<file path="config.mk">
export PLATFORM = sky130hd
export DESIGN_NAME = reg_writeback_queue
export DESIGN_NICKNAME = d
export VERILOG_FILES = /design/src/rtl/reg_wb_pkg.sv /design/src/rtl/reg_wb_fifo.sv /design/src/rtl/reg_writeback_queue.sv
export SDC_FILE = /design/constraint.sdc
export NUM_CORES = 1
export LEC_CHECK = 0
export ABC_AREA = 1
export CELL_PAD_IN_SITES_DETAIL_PLACEMENT = 0
export CELL_PAD_IN_SITES_GLOBAL_PLACEMENT = 1
export CORE_AREA = 4 4 154 119
export DETAILED_ROUTE_END_ITERATION = 6
export DIE_AREA = 0 0 158 123
export HOLD_SLACK_MARGIN = 0.05
export MAX_ROUTING_LAYER = met4
export PLACE_DENSITY_LB_ADDON = 0.1
export SLEW_MARGIN = 20
export SYNTH_ARGS = -nofsm -noshare
export SYNTH_HDL_FRONTEND = slang
export SYNTH_SLANG_ARGS = --single-unit
</file>
<file path="constraint.sdc">
create_clock -name clk -period 4.57 [get_ports clk]
set_input_delay 0.6855 -clock clk [delete_from_list [all_inputs] [get_ports clk]]
set_output_delay 0.6855 -clock clk [all_outputs]
set_load 0.01 [all_outputs]
</file>
<file path="src/rtl/reg_wb_pkg.sv">
// reg_wb_pkg: shared definitions for the register writeback queue.
//   DEF_DATA_W / DEF_ADDR_W : default register data and address widths
//   REG_ZERO                : hardwired-zero register; writes to it are dropped
//   wb_entry_t              : one queued write request {addr, data}
package reg_wb_pkg;

  localparam int DEF_DATA_W = 32;
  localparam int DEF_ADDR_W = 5;
  localparam int REG_ZERO   = 0;

  typedef struct packed {
    logic [DEF_ADDR_W-1:0] addr;
    logic [DEF_DATA_W-1:0] data;
  } wb_entry_t;

endpackage

</file>
<file path="src/rtl/reg_wb_fifo.sv">
// wb_fifo: synchronous FIFO of writeback entries.
//   clk, rst_n          : clock, asynchronous active-low reset
//   push, push_entry    : enqueue request (ignored when full)
//   pop, head           : dequeue request (ignored when empty), current head entry
//   count, full, empty  : occupancy
//   entry_valid         : per-slot flag, slot currently holds a queued entry
//   entry_addr          : per-slot stored register address
module wb_fifo
  import reg_wb_pkg::*;
#(
  parameter type entry_t = wb_entry_t,
  parameter int  ADDR_W  = DEF_ADDR_W,
  parameter int  DEPTH   = 4,
  localparam int PTR_W   = $clog2(DEPTH),
  localparam int CNT_W   = $clog2(DEPTH) + 1
) (
  input  logic              clk,
  input  logic              rst_n,
  input  logic              push,
  input  entry_t            push_entry,
  input  logic              pop,
  output entry_t            head,
  output logic [CNT_W-1:0]  count,
  output logic              full,
  output logic              empty,
  output logic              entry_valid [DEPTH],
  output logic [ADDR_W-1:0] entry_addr  [DEPTH]
);

  entry_t           mem [DEPTH];
  logic [PTR_W-1:0] rd_ptr;
  logic [PTR_W-1:0] wr_ptr;
  logic             do_push;
  logic             do_pop;

  assign full    = (count == CNT_W'(DEPTH));
  assign empty   = (count == '0);
  assign do_push = push && !full;
  assign do_pop  = pop && !empty;
  assign head    = mem[rd_ptr];

  // Pointers wrap naturally because DEPTH is a power of two; the count
  // alone tells full from empty when the pointers coincide.
  always_ff @(posedge clk or negedge rst_n) begin
    if (!rst_n) begin
      rd_ptr <= '0;
      wr_ptr <= '0;
      count  <= '0;
    end else begin
      if (do_push) wr_ptr <= wr_ptr + 1'b1;
      if (do_pop)  rd_ptr <= rd_ptr + 1'b1;
      case ({do_push, do_pop})
        2'b10:   count <= count + 1'b1;
        2'b01:   count <= count - 1'b1;
        default: count <= count;
      endcase
    end
  end

  // Storage is not reset; stale slots are masked by entry_valid.
  always_ff @(posedge clk) begin
    if (do_push) mem[wr_ptr] <= push_entry;
  end

  // A slot is live when its distance from the read pointer is below count.
  for (genvar i = 0; i < DEPTH; i++) begin : g_slot
    assign entry_valid[i] = CNT_W'(PTR_W'(PTR_W'(i) - rd_ptr)) < count;
    assign entry_addr[i]  = mem[i].addr;
  end

endmodule

</file>
<file path="src/rtl/reg_writeback_queue.sv">
// reg_writeback_queue: buffers register-file writes and issues one per cycle.
//   clk, rst_n                 : clock, asynchronous active-low reset
//   wb_valid/wb_ready          : request handshake
//   wb_addr, wb_data           : destination register and value
//   drain_en                   : register-file write port free this cycle
//   reg_write, wr_addr, wr_data: registered register-file write port
//   rd_addr1/2, hazard1/2      : read addresses and pending-write hazard flags
//   count                      : entries queued (output stage excluded)
module reg_writeback_queue
  import reg_wb_pkg::*;
#(
  parameter int DATA_W = DEF_DATA_W,
  parameter int ADDR_W = DEF_ADDR_W,
  parameter int DEPTH  = 4
) (
  input  logic                     clk,
  input  logic                     rst_n,
  input  logic                     wb_valid,
  output logic                     wb_ready,
  input  logic [ADDR_W-1:0]        wb_addr,
  input  logic [DATA_W-1:0]        wb_data,
  input  logic                     drain_en,
  output logic                     reg_write,
  output logic [ADDR_W-1:0]        wr_addr,
  output logic [DATA_W-1:0]        wr_data,
  input  logic [ADDR_W-1:0]        rd_addr1,
  input  logic [ADDR_W-1:0]        rd_addr2,
  output logic                     hazard1,
  output logic                     hazard2,
  output logic [$clog2(DEPTH):0]   count
);

  // Same layout as wb_entry_t, but sized by this instance's parameters.
  typedef struct packed {
    logic [ADDR_W-1:0] addr;
    logic [DATA_W-1:0] data;
  } entry_t;

  entry_t            push_entry;
  entry_t            head;
  logic              fifo_full;
  logic              fifo_empty;
  logic              enq;
  logic              do_pop;
  logic              entry_valid [DEPTH];
  logic [ADDR_W-1:0] entry_addr  [DEPTH];

  assign wb_ready   = !fifo_full;
  // Writes to the zero register complete the handshake but are dropped.
  assign enq        = wb_valid && wb_ready && (wb_addr != ADDR_W'(REG_ZERO));
  assign do_pop     = drain_en && !fifo_empty;
  assign push_entry = '{addr: wb_addr, data: wb_data};

  wb_fifo #(
    .entry_t (entry_t),
    .ADDR_W  (ADDR_W),
    .DEPTH   (DEPTH)
  ) u_fifo (
    .clk         (clk),
    .rst_n       (rst_n),
    .push        (enq),
    .push_entry  (push_entry),
    .pop         (do_pop),
    .head        (head),
    .count       (count),
    .full        (fifo_full),
    .empty       (fifo_empty),
    .entry_valid (entry_valid),
    .entry_addr  (entry_addr)
  );

  // Output stage: a pop loads the head for exactly one cycle; otherwise
  // the address/data hold and only the enable drops.
  always_ff @(posedge clk or negedge rst_n) begin
    if (!rst_n) begin
      reg_write <= 1'b0;
      wr_addr   <= '0;
      wr_data   <= '0;
    end else if (do_pop) begin
      reg_write <= 1'b1;
      wr_addr   <= head.addr;
      wr_data   <= head.data;
    end else begin
      reg_write <= 1'b0;
    end
  end

  // A write still counts as pending while it sits in the output stage,
  // since the register file has not absorbed it until that cycle ends.
  always_comb begin
    hazard1 = 1'b0;
    hazard2 = 1'b0;
    if (rd_addr1 != ADDR_W'(REG_ZERO)) begin
      if (reg_write && (wr_addr == rd_addr1)) hazard1 = 1'b1;
      for (int i = 0; i < DEPTH; i++) begin
        if (entry_valid[i] && (entry_addr[i] == rd_addr1)) hazard1 = 1'b1;
      end
    end
    if (rd_addr2 != ADDR_W'(REG_ZERO)) begin
      if (reg_write && (wr_addr == rd_addr2)) hazard2 = 1'b1;
      for (int i = 0; i < DEPTH; i++) begin
        if (entry_valid[i] && (entry_addr[i] == rd_addr2)) hazard2 = 1'b1;
      end
    end
  end

endmodule

</file>
* Yosys cells after proc, flatten, opt, wreduce, memory -nomap -nowiden
Memories as Yosys holds them, arrays and structs flattened. A register that Yosys moved wholly into a read port is not among the register bits.
Cells that the tools add are included.
** Word-level totals
- Register bits :: 8
- Memory bits (writable) :: 148
- Bits of input ports :: 51
- Output and inout port bits :: 44
- Logic and storage cells :: 69
- Memories :: 1
** Memories
- u_fifo.mem :: depth 4, width 37, read ports 5, clocked after Yosys merged registers in 1, wr ports 1, RTL line reg_wb_fifo.sv:30 : entry_t mem [DEPTH];
** Operators by class
- Add/sub/neg operators :: 8
- Magnitude comparators :: 4
- Equal/unequal tests :: 13
- Muxes and demuxes :: 16
- Reductions and logical operators :: 23
** Operators by type and width (number)
- $eq A5 B5 Y1 :: 10
- $logic_and A1 B1 Y1 :: 15
- $mux W1 :: 15
- $reduce_bool A5 Y1 :: 3
- $lt A2 B3 Y1 :: 4
- $pmux W3 S2 :: 1
- $add A2 B1 Y2 const B :: 2
- $sub A1 B2 Y2 const A :: 2
- $sub A2 B2 Y2 const A :: 2
- $add A3 B1 Y3 const B :: 1
- $eq A3 B3 Y1 const B :: 1
- $logic_not A1 Y1 :: 3
- $logic_not A3 Y1 :: 1
- $sub A3 B1 Y3 const B :: 1
- $eq A2 B1 Y1 const B :: 1
- $eq A2 B2 Y1 const B :: 1
- $reduce_bool A2 Y1 :: 1

* Longest topological paths before layout
Gate-level depths: netlist of the first run.
- Depth in word-level cells :: 8
- Depth in mapped cells :: 13
- Depth with buffers taken out :: 12

* By module
A second synthesis of the first run with hierarchy kept.
** Unflattened totals
- Cells, all modules :: 833
- Area total of the unflattened synthesis :: 8818.5 um2
** By module, submodules not included
- wb_fifo :: times used 1, cells an instance 460, area each 6521.3 um2, seq. area each 4619.4 um2
- reg_writeback_queue :: times used 1, cells an instance 373, area each 2297.2 um2, seq. area each 950.9 um2

* Least setup slack after synthesis of the first run
OpenSTA, ideal clock, no wires.
- Kind :: register to register
- Start point :: register u_fifo.count[1]
- End point :: memory u_fifo.mem[0][0] in the netlist's numbering, enable pin
- Library setup time :: 0.431 ns
- Arrival time :: 2.588 ns
- Required time :: 4.139 ns
- Path slack :: 1.550 ns
- Stages on the path, launching flop included :: 5
- Path buffers :: 0
- Period minus slack after synthesis :: 3.020 ns
- Cells stage by stage :: dfrtp_1 inv_1 nand3_1 nand3_1 nor2_1
** On the way
- Longest elaborated chain between the ends :: 7
** Ends and longest elaborated chain
- from (decl) :: RTL line reg_wb_fifo.sv:23 : output logic [CNT_W-1:0] count,
- from (signal assigned) :: RTL line reg_wb_fifo.sv:53 : 2'b10: count <= count + 1'b1;
- from (signal assigned) :: RTL line reg_wb_fifo.sv:54 : 2'b01: count <= count - 1'b1;
- from (signal assigned) :: RTL line reg_wb_fifo.sv:55 : default: count <= count;
- $eq A3 B3 Y1 (*) :: RTL line reg_wb_fifo.sv:36 : assign full = (count == CNT_W'(DEPTH));
- $logic_not A1 Y1 (*) :: RTL line reg_writeback_queue.sv:48 : assign wb_ready = !fifo_full;
- via wb_ready :: RTL line reg_writeback_queue.sv:19 : output logic wb_ready,
- $logic_and A1 B1 Y1 (2 in a row) :: RTL line reg_writeback_queue.sv:50 : assign enq = wb_valid && wb_ready && (wb_addr != ADDR_W'(REG_ZERO));
- $logic_and A1 B1 Y1 (*) :: RTL line reg_wb_fifo.sv:38 : assign do_push = push && !full;
- $mux W1 (*) :: RTL line reg_wb_fifo.sv:62 : if (do_push) mem[wr_ptr] <= push_entry;
- $mux W1 (implied by the code) (*) :: RTL line reg_wb_fifo.sv:62
- to (decl) :: RTL line reg_wb_fifo.sv:30
Mark *: on every way through the listed nets, which the timed path passes. The rest lies on a longest branch.

* Worst setup path in the final report of the first run
- Start point :: register u_fifo.rd_ptr[0]
- End point :: output port hazard1
** On the way
- Longest elaborated chain between the ends :: 8
- Elaborated cells on any way between the ends :: 17
- Those cells by class :: add/sub: 4; order compare: 4; mux: 5; reduce/logical: 4
** Ends and longest elaborated chain
- from (decl) :: RTL line reg_wb_fifo.sv:31 : logic [PTR_W-1:0] rd_ptr;
- from (signal assigned) :: RTL line reg_wb_fifo.sv:51 : if (do_pop) rd_ptr <= rd_ptr + 1'b1;
- $sub A1 B2 Y2 :: RTL line reg_wb_fifo.sv:67 : assign entry_valid[i] = CNT_W'(PTR_W'(PTR_W'(i) - rd_ptr)) < count;
- $lt A2 B3 Y1 :: RTL line reg_wb_fifo.sv:67
- $logic_and A1 B1 Y1 :: RTL line reg_writeback_queue.sv:96 : if (entry_valid[i] && (entry_addr[i] == rd_addr1)) hazard1 = 1'b1;
- $mux W1 (3 in a row) :: RTL line reg_writeback_queue.sv:96
- $mux W1 (*) :: RTL line reg_writeback_queue.sv:96
- $mux W1 (*) :: RTL line reg_writeback_queue.sv:93 : if (rd_addr1 != ADDR_W'(REG_ZERO)) begin
- to (decl) :: RTL line reg_writeback_queue.sv:28 : output logic hazard1,
Every way passes the cells marked *; elsewhere a longest branch is shown, timed or not.

==> results.json, run 1 <==
{
  "seq_power_share": 0.420,
  "syn_area_um2": 8073,
  "ir_drop_mv": 0.3187,
  "ant_nets": 0,
  "io_pins": 95,
  "grt_max_degree": 47,
  "finalWirelength_mm": 18.89,
  "clk_path_buf_depth": 2,
  "drc": 0,
  "drv_slew": 0,
  "seq_area_frac_synth": 0.6900,
  "layout_commonest_cell": "nand2_1",
  "design_area_um2": 9861,
  "cts_setup_buffers": 0,
  "die_area_um2": 19430,
  "dpl_worst_slack_ns": 1.148,
  "pwr-share-comb": 0.350,
  "yosys_register_bits": 193,
  "period_minus_slack_ns": 3.550,
  "clock_skew_ns": 0.01313,
  "worst_slack_ns": 1.020,
  "p_int_w": 0.004043,
  "grt_use_total": 0.2116,
  "reg2reg_depth": 9,
  "cts_resized": 0,
  "clock-root-buffer": "clkbuf_16",
  "via_count": 5176,
  "ys_warn_count": 0,
  "outcome": "completed",
  "fp.dieW_um": 158,
  "cts_tree": "yes",
  "crit_arrival_ns": 2.86,
  "setup_tns_ns": 0,
  "total_power_w": 0.006220,
  "cap_viol_max_count": 0,
  "n_antenna_cell": 0,
  "area_delta_synth_final_pct": 22.15,
  "p_switching_w": 0.002177,
  "drive_above_1_share": 0.1114,
  "dr.pass1.iters": 5,
  "endpoint": "hazard1",
  "p_leak_nw": 3.738,
  "cts_buffers": 17,
  "first_global_vias": 5327,
  "core_area_um2": 16670,
  "rows": 41,
  "start_util": 0.4842,
  "synth_nets": 721,
  "regToRegSetupSlack_ns": 2.02,
  "clock_latency_ns": 0.43,
  "grt_pass1_wl_mm": 29.93,
  "holdBufCountCts": 0,
  "fin_util": 0.5914,
  "synth.distinct_cells": 28,
  "power.density_nw_per_um2": 630.8,
  "cts_num_sinks": 193,
  "slew_headroom": 0.4124,
  "synth_area_per_cell_um2": 12.23,
  "setup.worst_path.start_class": "flop",
  "end_kind": "output port",
  "die_h_um": 123,
  "required_ns": 3.88,
  "path_clk_slew_ns": 0.07,
  "fin_nets": 820,
  "max_freq_mhz": 281.7,
  "routabilityCongestion": 0.9164,
  "post_drt_wl_per_cell_um": 19.14,
  "timing.rr.start": "u_fifo.count[1]",
  "critPathKind": "flop to output port",
  "swShare": 0.3499,
  "routed_via_density": 5.244,
  "gr-total-overflow": 0,
  "fin_crit_sh": 0.7768,
  "setup_violations": 0,
  "syn_inst": 660,
  "critPathLaunch": "u_fifo.rd_ptr[0]",
  "hold_viol_final": 0,
  "post_dp_cell_area_um2": 9259,
  "hp-class": "input pin to async pin",
  "drtIter0Drc": 330,
  "cp_max_fo": 6,
  "htreeDepth": 4,
  "io_buffers": 94,
  "rsz0062_at_grt": "no",
  "clkPwrFrac": 0.229,
  "worst_pin_slew_ns": 0.8801,
  "place_hpwl_mm": 11.93,
  "final_cell_mix": "nand2_1, edfxtp_1, clkdlybuf4s50_1",
  "antenna_found_initial": 0,
  "r2r_end": "u_fifo.count[2]",
  "fillCellCount": 1345
}
==> flip-flops by register name (all words and copies together) (netlist names) <==
signal         cells
wr_data           32
reg_write          1
u_fifo.wr_ptr      2
u_fifo.count       3
u_fifo.mem       148
u_fifo.rd_ptr      2
wr_addr            5
==> layout make-up <==
class,count,area (um^2),area share
multi-input cells,403,2242,0.2274
flip-flops and latches,193,5570,0.5649
repair buffers,105,1059,0.1073
clock buffers,18,429.2,0.04352
well taps,215,269.0,0.02728
inverters,39,146.4,0.01485
clock inverters,14,145.1,0.01472
==> Yosys cell counts <==
cell	count	area share
a21oi_1	4	0.0025
a221oi_1	1	0.0011
a31oi_4	1	0.0026
buf_2	17	0.011
buf_4	3	0.0028
buf_6	3	0.0042
clkbuf_1	2	0.00093
dfrtp_1	45	0.14
edfxtp_1	148	0.55
fa_1	1	0.0025
ha_1	9	0.014
inv_1	35	0.016
inv_2	4	0.0019
mux2_1	1	0.0014
mux2_2	31	0.043
nand2_1	214	0.10
nand3_1	11	0.0068
nand4_1	36	0.028
nor2_1	36	0.017
nor2_2	1	0.00078
nor2_4	2	0.0028
nor3_1	4	0.0025
o2111ai_1	3	0.0033
o21ai_0	9	0.0056
o21ai_1	1	0.00062
o22ai_1	5	0.0039
xnor2_1	13	0.014
xor2_1	20	0.022
==> per-stage QoR <==
stage	hold slack [ns]	cells
6_report	0.3797	987
5_1_grt	0.4200	987
4_1_cts	0.3989	986
3_5_place_dp	0.4782	954
3_3_place_gp	0.4725	953
2_1_floorplan	0.3899	660
==> routing by layer <==
metal | routed length [um] | track usage | up-vias
li1 | - | - | 2465
met1 | 9230 | 0.2999 | 2568
met2 | 8661 | 0.3175 | 130
met3 | 832 | 0.04374 | 13
met4 | 166 | 0.05381 | 0
met5 | 0 | - | -
==> worst min path at each step <==
stage / cells past startpoint / to / start / slack [ns]
after global routing: 2 / wr_data[31] / rst_n / 0.42
after detailed placement: 1 / wr_data[24] / wr_data[24] / 0.48
after CTS: 2 / reg_write / rst_n / 0.40
after floorplan: 0 / reg_write / rst_n / 0.39
final: 2 / reg_write / rst_n / 0.38
after global placement: 1 / wr_data[24] / wr_data[24] / 0.47
==> worst max-delay path, cell delays in order, from the launching register on <==
cell             delay [ns]
dfrtp_1                0.54
nor2_4                 0.07
inv_1                  0.20
nand2_1                0.12
inv_1                  0.10
ha_1                   0.24
nand2_1                0.07
nand2_1                0.05
nand2_1                0.11
nand4_1                0.11
nand3_1                0.12
nor2_1                 0.06
nor2_1                 0.09
clkdlybuf4s50_1        0.55
==> power by group through the flow <==
| stage | logic, W | registers [W] | clock network [W] |
|---|---|---|---|
| floorplan | 0.00117 | 0.00268 | 0 |
| global placement | 0.00214 | 0.00263 | 0 |
| detailed placement | 0.00217 | 0.00265 | 0 |
| CTS | 0.00219 | 0.00262 | 0.00146 |
| global route | 0.00242 | 0.00266 | 0.00152 |
| finish | 0.00218 | 0.00261 | 0.00143 |
==> kinds of logic (layout without fill, tap and decap cells) <==
logic type | after synthesis | count (layout) | share of synthesized area
adder cells (fa/ha/maj) | 10 | 10 | 0.01643
XOR/XNOR | 33 | 33 | 0.03580
AO/OA/AOI/OAI | 24 | 24 | 0.01953
AND/OR/NAND/NOR | 304 | 304 | 0.1570
flip-flops | 193 | 193 | 0.6900
buffers and inverters | 64 | 176 | 0.03658
multiplexers | 32 | 32 | 0.04464
Note: power is estimated with default switching activity, not from simulation.
==> run 2, diff against run 1 <==
--- a/config.mk
+++ b/config.mk
@@ -8,9 +8,9 @@
 export ABC_AREA = 1
 export CELL_PAD_IN_SITES_DETAIL_PLACEMENT = 0
 export CELL_PAD_IN_SITES_GLOBAL_PLACEMENT = 1
-export CORE_AREA = 4 4 154 119
+export CORE_AREA = 4 4 168 129
 export DETAILED_ROUTE_END_ITERATION = 6
-export DIE_AREA = 0 0 158 123
+export DIE_AREA = 0 0 172 133
 export HOLD_SLACK_MARGIN = 0.05
 export MAX_ROUTING_LAYER = met4
 export PLACE_DENSITY_LB_ADDON = 0.1
==> constraint.sdc (replaced) <==
create_clock -name clk -period 3.2 [get_ports clk]
set_input_delay 0.48 -clock clk [delete_from_list [all_inputs] [get_ports clk]]
set_output_delay 0.48 -clock clk [all_outputs]
set_load 0.01 [all_outputs]
==> run 2 against run 1 <==
Against the previous run:
- flip-flop and latch count stayed put
- cell count is 4.9% higher
- sequential share of layout area is 0.66 points lower
- count of clock-buffer cells in the layout is 1 lower
- critical path type unchanged
- critical endpoint unchanged
- largest power group unchanged
==> results.json, run 2 (synthesis results as in run 1) <==
{
  "outcome": "completed",
  "routabilityCongestion": 0.8730,
  "via_count": 5084,
  "slew_headroom": 0.4411,
  "path_cells": "nor2_4 -> inv_1 -> nand2_1 -> inv_1 -> ha_1 -> nand2_1 -> nand2_1 -> nand2_1 -> nand4_1 -> nand3_1 -> nor2_1 -> nor2_1 -> dlygate4sd2_1",
  "area_delta_synth_final_pct": 23.65,
  "antenna_found_initial": 0,
  "required_ns": 2.72,
  "use_met1": 0.2489,
  "end_kind": "output port",
  "finalWirelength_mm": 19.62,
  "crit_arrival_ns": 2.44,
  "critPathKind": "flop to output port",
  "htreeDepth": 4,
  "rows": 45,
  "r2r_end": "u_fifo.mem[1][3]",
  "fillCellCount": 1763,
  "max_freq_mhz": 342.0,
  "die_area_um2": 22880,
  "post_drt_wl_per_cell_um": 18.96,
  "cts_buffers": 17,
  "fin_nets": 826,
  "io_buffers": 94,
  "grt_use_total": 0.1812,
  "grt_util_met2": 0.2820,
  "clock-root-buffer": "clkbuf_16",
  "drc": 0,
  "gr-total-overflow": 0,
  "clock_skew_ns": 0.01637,
  "clock_latency_ns": 0.43,
  "core_area_um2": 20040,
  "drive_above_1_share": 0.1197,
  "setup_tns_ns": 0,
  "cts_tree": "yes",
  "layout_commonest_cell": "nand2_1",
  "cap_viol_max_count": 0,
  "start_util": 0.4027,
  "p_int_w": 0.005858,
  "final_cell_mix": "nand2_1, edfxtp_1, clkdlybuf4s50_1",
  "holdPathStages": 1,
  "top_register": "u_fifo.mem",
  "io_pins": 95,
  "critPathLaunch": "u_fifo.rd_ptr[1]",
  "gr-usage-met3": 0.03584,
  "ant_nets": 0,
  "cts_num_sinks": 193,
  "power.density_nw_per_um2": 899.1,
  "grt_pass1_wl_mm": 30.37,
  "hold_viol_final": 0,
  "setup_violations": 0,
  "top_usage_layer": "met2",
  "grt_max_degree": 47,
  "largest_reg_flops": 148,
  "whs_ns": 0.5088,
  "regToRegSetupSlack_ns": 1.00,
  "fin_crit_sh": 0.9138,
  "period_minus_slack_ns": 2.924,
  "reg2reg_depth": 6,
  "fin_util": 0.4980,
  "top_regs": "u_fifo.mem x148, wr_data x32, wr_addr x5",
  "timing.rr.start": "u_fifo.count[1]",
  "pwr-share-comb": 0.350,
  "rsz0062_at_grt": "no",
  "max_stage_delay_ns": 0.45,
  "crit_top_cell": "nand2_1",
  "clk_path_buf_depth": 2,
  "post_dp_cell_area_um2": 9353,
  "fp.dieW_um": 172,
  "multi_input_area_um2": 2242,
  "hp-class": "flop to flop",
  "design_area_um2": 9982,
  "endpoint": "hazard1",
  "n_antenna_cell": 0,
  "setup.worst_path.start_class": "flop",
  "first_global_vias": 5175,
  "die_h_um": 133,
  "swShare": 0.3473,
  "routed_via_density": 4.912,
  "regArea_um2": 5573,
  "total_power_w": 0.008975,
  "place_hpwl_mm": 12.84,
  "dr.pass1.iters": 4,
  "ir_drop_mv": 0.3791,
  "drtIter0Drc": 263,
  "clkPwrFrac": 0.237,
  "p_switching_w": 0.003117,
  "worst_pin_slew_ns": 0.8371,
  "drv_slew": 0,
  "cp_max_fo": 5,
  "slowest_stage": "dfrtp_2",
  "p_leak_nw": 3.785,
  "path_clk_slew_ns": 0.07,
  "seq_power_share": 0.413
}
-- run 2: area by class of cell --
type,instances,area share
Clock buffer,17,0.04262
Timing Repair Buffer,111,0.1107
Inverter,39,0.01467
Multi-Input combinational cell,403,0.2246
Clock inverter,14,0.01680
Tap cell,258,0.03234
Sequential cell,193,0.5583
-- run 2: worst max-delay path: cells and delay by family, from the launching register on --
| family | cells | cell delay (ns) |
|---|---|---|
| flip-flops | 1 | 0.45 |
| buffers and inverters | 3 | 0.49 |
| adder cells (fa/ha/maj) | 1 | 0.27 |
| AND/OR/NAND/NOR | 9 | 0.81 |
-- run 2: metrics by stage --
step / worst slack [ns] / cells
after floorplan: 0.1804 / 660
after global placement: 0.03978 / 1000
after detailed placement: 0.1082 / 1000
after CTS: 0.01164 / 1033
after global routing: 0.1120 / 1035
final: 0.2757 / 1035
-- run 2: worst min path at each step --
stage | from | end | slack [ns]
finish | wr_data[5] | wr_data[5] | 0.51
global route | wr_data[17] | wr_data[17] | 0.53
CTS | rst_n | wr_addr[2] | 0.51
detailed placement | rst_n | wr_addr[2] | 0.45
global placement | rst_n | wr_data[24] | 0.44
floorplan | rst_n | reg_write | 0.18
-- run 2: power by group through the flow --
stage	registers, W	clock network, W	logic (W)
detailed placement	0.00378	0	0.00317
floorplan	0.00383	0	0.00167
global route	0.00377	0.00228	0.00349
global placement	0.00377	0	0.00315
finish	0.00371	0.00213	0.00314
CTS	0.00372	0.00217	0.00321
-- run 2: per-layer routing --
metal | up-vias | share of wire
li1 | 2468 | -
met1 | 2480 | 0.47
met2 | 123 | 0.47
met3 | 13 | 0.046
met4 | 0 | 0.0075
met5 | - | 0
-- run 2: timing repair --
action | CTS | global route
hold endpoints to repair | 13 | 0
endpoints found under the setup margin | 2 | 1
hold buffers | 1 | 0
gates resized for setup | 3 | 1
buffers inserted | 1 | 2
